## config.mk

```make
export PLATFORM = sky130hd
export DESIGN_NAME = uart_tx_fifo
export DESIGN_NICKNAME = d
export VERILOG_FILES = /design/src/rtl/uart_tx_fifo.sv
export SDC_FILE = /design/constraint.sdc
export NUM_CORES = 1
export LEC_CHECK = 0
export ABC_AREA = 1
export BUFFER_PORTS_ARGS = -buffer_cell sky130_fd_sc_hd__buf_2
export CORE_MARGIN = 1.5
export CORE_UTILIZATION = 50
export DETAILED_ROUTE_END_ITERATION = 10
export PLACE_DENSITY = 0.79
export SLEW_MARGIN = 20
export SYNTH_ARGS = -nofsm -noshare
export SYNTH_HDL_FRONTEND = slang
export SYNTH_SLANG_ARGS = --single-unit
```

## constraint.sdc

```tcl
create_clock -name clk_in -period 2.2 [get_ports clk_in]
set_clock_uncertainty 0.05 [all_clocks]
set_input_delay 0.44 -clock clk_in [delete_from_list [all_inputs] [get_ports clk_in]]
set_output_delay 0.44 -clock clk_in [all_outputs]
set_load 0.03 [all_outputs]
```

## src/rtl/uart_tx_fifo.sv

```systemverilog
// rtl/uart_tx_fifo.sv - byte FIFO with a transmit sequencer that feeds uart_tx one frame at a time
module uart_tx_fifo #(
    parameter int DATA_W      = 8,
    parameter int ADDR_W      = 4,
    parameter int TIMEOUT_CYC = 200_000
) (
    input  logic              clk_in,
    input  logic              rst,
    input  logic              wr_en,
    input  logic [DATA_W-1:0] wr_data,
    output logic              full,
    output logic              empty,
    output logic [ADDR_W:0]   count,
    output logic              overflow,
    output logic              timeout_err,
    output logic              busy,
    output logic [DATA_W-1:0] tx_data_in,
    output logic              tx_data_en,
    input  logic              tx_finish
);

    localparam int DEPTH   = 1 << ADDR_W;
    localparam int TIMER_W = (TIMEOUT_CYC > 1) ? $clog2(TIMEOUT_CYC) : 1;
    localparam logic [TIMER_W-1:0] TIMER_LAST =
        TIMER_W'((TIMEOUT_CYC > 0) ? TIMEOUT_CYC - 1 : 0);
    localparam logic [ADDR_W:0] DEPTH_CNT = (ADDR_W + 1)'(DEPTH);

    typedef enum logic [1:0] {
        S_IDLE,
        S_START,
        S_WAIT
    } state_t;

    logic [DATA_W-1:0]  mem_q [DEPTH];

    state_t             state_q,     state_d;
    logic [ADDR_W-1:0]  wr_ptr_q,    wr_ptr_d;
    logic [ADDR_W-1:0]  rd_ptr_q,    rd_ptr_d;
    logic [ADDR_W:0]    count_q,     count_d;
    logic               full_q,      full_d;
    logic               empty_q,     empty_d;
    logic               overflow_q,  overflow_d;
    logic               timeout_q,   timeout_d;
    logic [TIMER_W-1:0] timer_q,     timer_d;
    logic [DATA_W-1:0]  data_q,      data_d;
    logic               en_q,        en_d;

    logic               do_push;
    logic               do_pop;

    // Pushes are gated by the registered full flag, so a pop in the same
    // cycle never rescues a push that arrives while full.
    always_comb begin
        do_push    = wr_en & ~full_q;
        do_pop     = (state_q == S_IDLE) & ~empty_q;
        wr_ptr_d   = wr_ptr_q;
        rd_ptr_d   = rd_ptr_q;
        count_d    = count_q;
        overflow_d = overflow_q | (wr_en & full_q);

        if (do_push) begin
            wr_ptr_d = wr_ptr_q + ADDR_W'(1);
        end
        if (do_pop) begin
            rd_ptr_d = rd_ptr_q + ADDR_W'(1);
        end

        case ({do_push, do_pop})
            2'b10:   count_d = count_q + (ADDR_W + 1)'(1);
            2'b01:   count_d = count_q - (ADDR_W + 1)'(1);
            default: count_d = count_q;
        endcase

        full_d  = (count_d == DEPTH_CNT);
        empty_d = (count_d == '0);
    end

    always_comb begin
        state_d   = state_q;
        data_d    = data_q;
        en_d      = 1'b0;
        timer_d   = timer_q;
        timeout_d = timeout_q;

        case (state_q)
            S_IDLE: begin
                if (do_pop) begin
                    data_d  = mem_q[rd_ptr_q];
                    state_d = S_START;
                end
            end
            S_START: begin
                en_d    = 1'b1;
                timer_d = '0;
                state_d = S_WAIT;
            end
            S_WAIT: begin
                // tx_finish wins over a timeout landing in the same cycle.
                if (tx_finish) begin
                    state_d = S_IDLE;
                end else if ((TIMEOUT_CYC != 0) && (timer_q == TIMER_LAST)) begin
                    timeout_d = 1'b1;
                    state_d   = S_IDLE;
                end else begin
                    timer_d = timer_q + TIMER_W'(1);
                end
            end
            default: begin
                state_d = S_IDLE;
            end
        endcase
    end

    always_ff @(posedge clk_in) begin
        if (!rst && do_push) begin
            mem_q[wr_ptr_q] <= wr_data;
        end
    end

    always_ff @(posedge clk_in) begin
        if (rst) begin
            state_q    <= S_IDLE;
            wr_ptr_q   <= '0;
            rd_ptr_q   <= '0;
            count_q    <= '0;
            full_q     <= 1'b0;
            empty_q    <= 1'b1;
            overflow_q <= 1'b0;
            timeout_q  <= 1'b0;
            timer_q    <= '0;
            data_q     <= '0;
            en_q       <= 1'b0;
        end else begin
            state_q    <= state_d;
            wr_ptr_q   <= wr_ptr_d;
            rd_ptr_q   <= rd_ptr_d;
            count_q    <= count_d;
            full_q     <= full_d;
            empty_q    <= empty_d;
            overflow_q <= overflow_d;
            timeout_q  <= timeout_d;
            timer_q    <= timer_d;
            data_q     <= data_d;
            en_q       <= en_d;
        end
    end

    assign full        = full_q;
    assign empty       = empty_q;
    assign count       = count_q;
    assign overflow    = overflow_q;
    assign timeout_err = timeout_q;
    assign busy        = (state_q != S_IDLE);
    assign tx_data_in  = data_q;
    assign tx_data_en  = en_q;

endmodule

```

==> impl_results.md, run 1 <==
- CTS Buf Count: 17
- FF/Latch Area: 4766 um2
- Clock root cell: clkbuf_16
- Initial antenna violation count: 0
- Power density cells: 1102 nW/um2
- Endpoints failing setup: 0
- Vias/cell: 5.623
- Syn_area_per_cell: 10.49 um2
- Multi-input logic area: 2335 um2
- Final HPWL DP: 10,580 um
- Placed cells: 931
- Pins Over Slew Limit: 0
- Initial Util: 0.5126
- Num rows: 44
- Post-Syn Instances: 710
- Largest net degree at the start of global routing: 41
- Final Hold Vio Count: 0
- Crit path DAT: 2.26 ns
- N_diodes: 0
- Leak: 3.109 nW
- Crit end category: register
- Final non-filler cell total: 963
- Setup TNS: 0 ns
- Vias: 5,415
- Congestion Overflow GR: 0
- # DRC: 0
- Worst reg2reg path startpoint: timer_q[0]$_SDFFE_PP0P_
- Gr usage total: 0.2214
- Placeable Area: 14,530 um2
- Crit start category: register
- DP Worst Slack: 0.1776 ns
- Worst Setup SP: timer_q[0]$_SDFFE_PP0P_
- Worst-path clk slew: 0.06 ns
- ANT nets after route: 0
- Sequential area share after synthesis: 0.6396
- I/O Pins: 31
- Number of fill cells: 1,189
- Final wirelength: 16,680 um
- Drt wl/cell: 17.32 um
- Status: complete, no violations
- Die Height: 125.1 um
- Number of global-route vias before repair: 5,166
- Placer's final routability congestion estimate: 0.8789
- Synth Register Bits: 174
- Peak supply drop: 0.5665 mV
- Post-synth ARST share: 0
- Number of enable flip-flop cells after synthesis: 128
- # clock sinks: 174
- Syn nets: 730
- Worst Hold Class: in -> reg
- Post-Syn Area: 7450 um2
- Hold Crit Start: wr_en
- CP max FO: 19
- Unrepaired setup endpoints after global routing: false
- Critical Path RT: 2.50 ns
- Post-layout min period: 1.959 ns
- # H-tree levels: 4
- Crit path kind: reg -> reg
- Period utilisation layout: 0.8903
- Synth-to-layout area growth: 15.40%
- Initial DRC Count: 770
- CTS tree: done
- Nets@finish: 786
- Clk buf depth: 2
- R2R setup slack: 0.24 ns
- Synthesis Warnings: 0
- Die X: 125.1 um
- Drt first pass iters: 5
- Rel. slew slack: 0.5866
- First-pass GRT wire length: 26,830 um
- Layout cells sized above 1: 0.1682
- Main synth FF type: edfxtp_1
- Port Buffers: 30
- Die ar.: 15,640 um2
- Post-layout util: 0.5915
- Clock Latency Late Sink: 0.43 ns
- Unique masters post-synth: 37
- Fmax: 0.5106 GHz
- Worst Tran Pin Value: 0.6163 ns
- Worst Slack Setup Final: 0.2414 ns
- Max-Cap Viols: 0
- Hold-fix buffers, CTS: 0
## cell usage after synthesis, types with 2 or more instances
master	n	area, um2
nor2_1	132	495.5
edfxtp_1	128	3844
o21ai_0	70	350.3
nand2_1	54	202.7
nand3_1	52	260.3
inv_1	47	176.4
dfxtp_1	46	920.9
o211ai_1	36	270.3
clkbuf_1	22	82.58
nor3_1	20	100.1
a21oi_1	19	95.09
nand2_2	13	81.33
nand4_1	9	56.30
ha_1	8	100.1
xor2_1	8	70.07
a21oi_2	7	61.31
buf_2	5	25.02
o221ai_1	4	35.03
buf_1	3	11.26
clkinv_1	3	11.26
o21bai_1	3	22.52
inv_2	2	7.510
nand3b_1	2	15.01
nor2_2	2	12.51
nor2_4	2	22.52
o21a_1	2	15.01
## final cells by class
type / instances / area share
sequential: 174 / 0.5544
multi-input combinational: 451 / 0.2716
timing repair buffer: 69 / 0.05298
clock buffer: 18 / 0.05108
tap: 184 / 0.02678
inverter: 53 / 0.02401
clock inverter: 14 / 0.01921
## cells in the final DEF, fill, tap and decap left out, types with 2 or more instances in the layout
cell          n
a21oi_1      19
xor2_1        8
clkinv_1      5
o21a_1        2
nand3_1      52
nand2_2      13
nor3_1       20
o21ai_0      70
inv_6         2
dfxtp_1      45
edfxtp_1    128
nor2_2        2
nand2_1      54
nor2_4        2
clkbuf_16    17
nand4_1       9
buf_2        30
inv_1        47
a21oi_2       7
o211ai_1     36
clkinvlp_4    6
buf_4        38
nor2_1      132
o221ai_1      4
inv_2         2
bufinv_16     3
nand3b_1      2
o21bai_1      3
ha_1          8
## what timing repair did
item	4_1_cts	5_1_grt
setup endpoints to repair	0	1
setup buffers	0	0
resized for setup	0	1
## where the power goes
group	total, mW	switching [mW]	internal [mW]
Clock	3.05	1.24	1.81
Combinational	2.58	1.78	0.797
Sequential	3.84	0.144	3.70
Total	9.47	3.16	6.31
## worst paths after layout
| path | end | cells after the start |
|---|---|---|
| worst min-delay path | overflow$_SDFF_PP0_ | 3 |
| worst min register to register | timeout_err$_SDFFE_PP0P_ | 1 |
| worst max-delay path | timer_q[2]$_SDFFE_PP0P_ | 11 |
| worst max register to register | timer_q[2]$_SDFFE_PP0P_ | 11 |
## sequential cells by signal, indices dropped and copies added, names as in the netlist, 2 cells and up
register    flops
count           5
mem_q         128
timer_q        18
tx_data_in      8
rd_ptr_q        4
state_q         2
wr_ptr_q        4
## cell families (layout without fill, tap and decap cells)
kind of cell / after synthesis / in the layout / synth area share
AO/OA/AOI/OAI: 144 / 144 / 0.1174
buffers and inverters: 85 / 154 / 0.04703
AND/OR/NAND/NOR: 290 / 290 / 0.1720
flip-flops: 174 / 174 / 0.6396
XOR/XNOR: 9 / 9 / 0.01058
adder cells (fa/ha/maj): 8 / 8 / 0.01344
## through the flow
step	power [mW]	hold slack, ns	instance area [um2]
final	9.472	0.2178	8597
after global routing	9.948	0.2178	8597
after CTS	9.499	0.2071	8594
after detailed placement	6.461	0.4002	7990
after global placement	6.416	0.3952	7990
after floorplan	5.732	0.4201	7450
## worst max-delay path, cell delays in order (launching register included)
cell and delay (ns):
dfxtp_1 0.43, ha_1 0.23, nand2_2 0.09, nor2_4 0.15, inv_2 0.06, nor3_2 0.16
nand2_2 0.10, nand2_2 0.09, nand2_4 0.16, inv_8 0.17, nor2_1 0.05, nor3_1 0.14
## routing by layer
layer | global-route usage | vias up | routed length, um
met4 | 0.09225 | 0 | 504
met2 | 0.3526 | 179 | 8092
li1 | - | 2606 | -
met5 | 0 | - | 0
met3 | 0.05392 | 31 | 1048
met1 | 0.2922 | 2599 | 7030
Note: power is estimated with default switching activity, not from simulation.
==> run 2, diff against run 1 <==
--- a/config.mk
+++ b/config.mk
@@ -5,12 +5,12 @@
 export SDC_FILE = /design/constraint.sdc
 export NUM_CORES = 1
 export LEC_CHECK = 0
-export ABC_AREA = 1
 export BUFFER_PORTS_ARGS = -buffer_cell sky130_fd_sc_hd__buf_2
+export CORE_ASPECT_RATIO = 1.25
 export CORE_MARGIN = 1.5
 export CORE_UTILIZATION = 50
 export DETAILED_ROUTE_END_ITERATION = 10
-export PLACE_DENSITY = 0.79
+export PLACE_DENSITY = 0.66
 export SLEW_MARGIN = 20
 export SYNTH_ARGS = -nofsm -noshare
 export SYNTH_HDL_FRONTEND = slang
==> run 2 against run 1 <==
- the flow now finishes with violations (setup timing)
- count of clock-buffer cells in the layout is the same
- sequential share of layout area grew 0.37 points
- cell area shrank 0.55%
- utilization grew 2.5 points
- register-to-register slack lost 0.51 ns
- combinational power shrank 7%
- total power shrank 1.2%
- worst setup slack lost 0.51 ns
- clock power grew 3%
- first-iteration DRC count shrank 62%
- critical path depth shrank 1
==> impl_results.md, run 2 <==
- FF/Latch Area: 4771 um2 (+0.11%)
- # H-tree levels: 4 (unchanged)
- Layout cells sized above 1: 0.3256 (+0.1574)
- Multi-input logic area: 2306 um2 (-1.2%)
- Main synth FF type: edfxtp_1
- Synth Register Bits: 174 (unchanged)
- Max-Cap Viols: 0 (unchanged)
- Number of enable flip-flop cells after synthesis: 128 (unchanged)
- Endpoints failing setup: 3 (+3)
- Min Hold Slack: 0.2056 ns (-0.01220 ns)
- I/O Pins: 31 (unchanged)
- Synth-to-layout area growth: 20.15%
- Combinational share of power: 0.256 (-0.016)
- ANT nets after route: 0 (unchanged)
- # DRC: 0 (unchanged)
- Syn nets: 489 (-33%)
- Number of fill cells: 1,019 (-14%)
- Status: complete, but fails checks
- Synth area leaders: edfxtp_1 (54%), dfxtp_1 (13%), mux4_2 (13%), nand2_1 (2.2%), a21oi_1 (2.0%)
- Max reg flops: 128 (unchanged)
- Die Height: 136.4 um (+9.0%)
- Post-Syn Area: 7116 um2 (-4.5%)
- Most common cell after layout, fill and taps aside: edfxtp_1
- Synthesis Warnings: 0 (unchanged)
- Worst-path clk slew: 0.06 ns (about the same)
- Nets@finish: 566 (-28%)
- Worst Slack Setup Final: -0.2697 ns (-0.5112 ns)
- Sequential area share after synthesis: 0.6696 (+0.03003)
- Top-count cell post-synth: edfxtp_1
- Post-layout min period: 2.470 ns (+0.5112 ns)
- Most frequent cells in the layout: edfxtp_1 (128), buf_4 (51), dfxtp_1 (43)
- Unique masters post-synth: 50 (+35%)
- Internal power: 6.717 mW (+6.5%)
- Syn_area_per_cell: 15.17 um2 (+45%)
- Unrepaired setup endpoints after global routing: true
- Crit path kind: reg -> reg
- Die X: 109.7 um (-12%)
- Vias: 4,138 (-24%)
- Period utilisation layout: 1.123 (+0.2323)
- Congestion Overflow GR: 0 (unchanged)
- Drt first pass iters: 4 (-1)
- Crit end category: register
- Peak supply drop: 0.9140 mV (+61%)
- Hold-fix buffers, CTS: 0 (unchanged)
- Sw Ratio: 0.2818 (-0.05216)
- Power density cells: 1094 nW/um2 (-0.70%)
- Initial Util: 0.5129 (about the same)
- Critical Path RT: 2.47 ns (-0.03 ns)
- P_sw: 2.636 mW (-17%)
- Final Cell Area: 8549 um2 (-0.55%)
- Sequential power share: 0.410 (+0.004)
- Worst Tran Pin Value: 0.5330 ns (-0.08332 ns)
- Clock root cell: clkbuf_16
- Clock Latency Late Sink: 0.42 ns (about the same)
- Initial DRC Count: 294 (-62%)
- Post-synth ARST share: 0 (unchanged)
- Failing checks: setup timing
- DP Worst Slack: -0.3740 ns (-0.5516 ns)
- First-pass GRT wire length: 21,760 um (-19%)
- Gr usage total: 0.2025 (-0.01888)
- Crit start category: register
- # clock sinks: 174 (unchanged)
- Final Hold Vio Count: 0 (unchanged)
- Clk buf depth: 2 (unchanged)
- Final HPWL DP: 9560 um (-9.6%)
- Top cells by count, synth: edfxtp_1 (128), dfxtp_1 (46), nand2_1 (41)
- CTS tree: done
- Post-Syn Instances: 469 (-34%)
- Top reg by flops: mem_q
- Leak: 2.915 nW (-6.2%)
- CTS Buf Count: 17 (unchanged)
- Placer's final routability congestion estimate: 0.8398 (-4.4%)
- Vias/cell: 5.638 (+0.26%)
- Num rows: 48 (+9.1%)
- Synth area leader: edfxtp_1
- Rel. slew slack: 0.6401 (+0.05358)
- Fmax: 0.4049 GHz (-21%)
- Crit path DAT: 2.74 ns (+0.48 ns)
- Placeable Area: 13,870 um2 (-4.5%)
- Clock power frac: 0.335 (+0.013)
- Final non-filler cell total: 734 (-24%)
- Area post-placement: 7834 um2 (-2.0%)
- Pins Over Slew Limit: 0 (unchanged)
- Placed cells: 701 (-25%)
- Initial antenna violation count: 0 (unchanged)
- Port Buffers: 30 (unchanged)
- Largest net degree at the start of global routing: 33 (-20%)
- Die ar.: 14,960 um2 (-4.3%)
- Yosys top cell area share: 0.5402 (+0.02422)
- N_diodes: 0 (unchanged)
- Drt wl/cell: 18.65 um (+7.7%)
- CP max FO: 5 (-14)
- Worst Hold Class: in -> reg
- Number of global-route vias before repair: 4,211 (-18%)
- Final wirelength: 13,690 um (-18%)
## run 2: cell count changes after synthesis, sizes merged, moves of 5 or more
cell    before  now
xnor2        1    6
nand3       52    8
or3          0    9
o21ai       71   13
inv         50    7
nor3        21    8
clkbuf      22   15
nor2       136   35
nand2       68   41
o211ai      36    4
mux4         0   40
## run 2: per-layer routing
metal  global-route usage  share of wire
met5                    0              0
met2               0.3520           0.53
met1               0.2397           0.42
met4              0.07792          0.018
met3              0.05034          0.036
## run 2: power groups by stage
stage,logic (mW),clock network [mW],registers (mW)
2_1_floorplan,1.43,0,4.03
3_3_place_gp,2.25,0,3.89
3_5_place_dp,2.29,0,3.89
4_1_cts,2.36,3.20,3.83
5_1_grt,2.59,3.30,3.85
6_report,2.39,3.13,3.83
## run 2: final cells by class
| cell class | count | share of cell area |
|---|---|---|
| sequential | 174 | 0.5580 |
| multi-input combinational | 261 | 0.2697 |
| timing repair buffer | 84 | 0.06937 |
| clock buffer | 18 | 0.05020 |
| tap | 175 | 0.02561 |
| clock inverter | 14 | 0.02210 |
| inverter | 8 | 0.004976 |
## run 2: repair_timing
action                                  CTS  global route
endpoints found under the setup margin    5            17
buffers inserted                          0             1
pin swaps                                 3             2
gates resized for setup                   8             8
## run 2: final timing paths
kind / from / endpoint / slack [ns] / cells past startpoint
max: state_q[1]$_SDFFE_PP0P_ / full$_SDFF_PP0_ / -0.27 / 10
min: wr_en / overflow$_SDFF_PP0_ / 0.21 / 3
max reg2reg: state_q[1]$_SDFFE_PP0P_ / full$_SDFF_PP0_ / -0.27 / 10
min reg2reg: tx_data_in[1]$_SDFFE_PP0P_ / tx_data_in[1]$_SDFFE_PP0P_ / 0.42 / 2
## run 2: per-stage QoR
stage	util	total power, mW	setup TNS [ns]
global route	0.6163	9.747	-0.8643
global placement	0.5647	6.140	-0.7672
CTS	0.6127	9.387	-0.5327
finish	0.6163	9.353	-0.5814
floorplan	-	5.462	-0.6572
detailed placement	0.5647	6.182	-1.782
## run 2: cell families after synthesis
logic type | share of synthesized area
flops | 0.6696
simple gates | 0.08757
compound gates | 0.05662
mux | 0.1294
buf+inv | 0.02180
xor+xnor | 0.02092
fa+ha+maj | 0.01407
## run 2: worst max-delay path, stage by stage, from the launching register on
cell and delay (ns):
dfxtp_2 0.32, or3_4 0.42, clkinv_8 0.07, nand2_4 0.05, xnor2_2 0.15, ha_4 0.18, o21ai_2 0.14, a211oi_2 0.08
a2bb2oi_2 0.15, or4_4 0.45, a2111oi_4 0.31
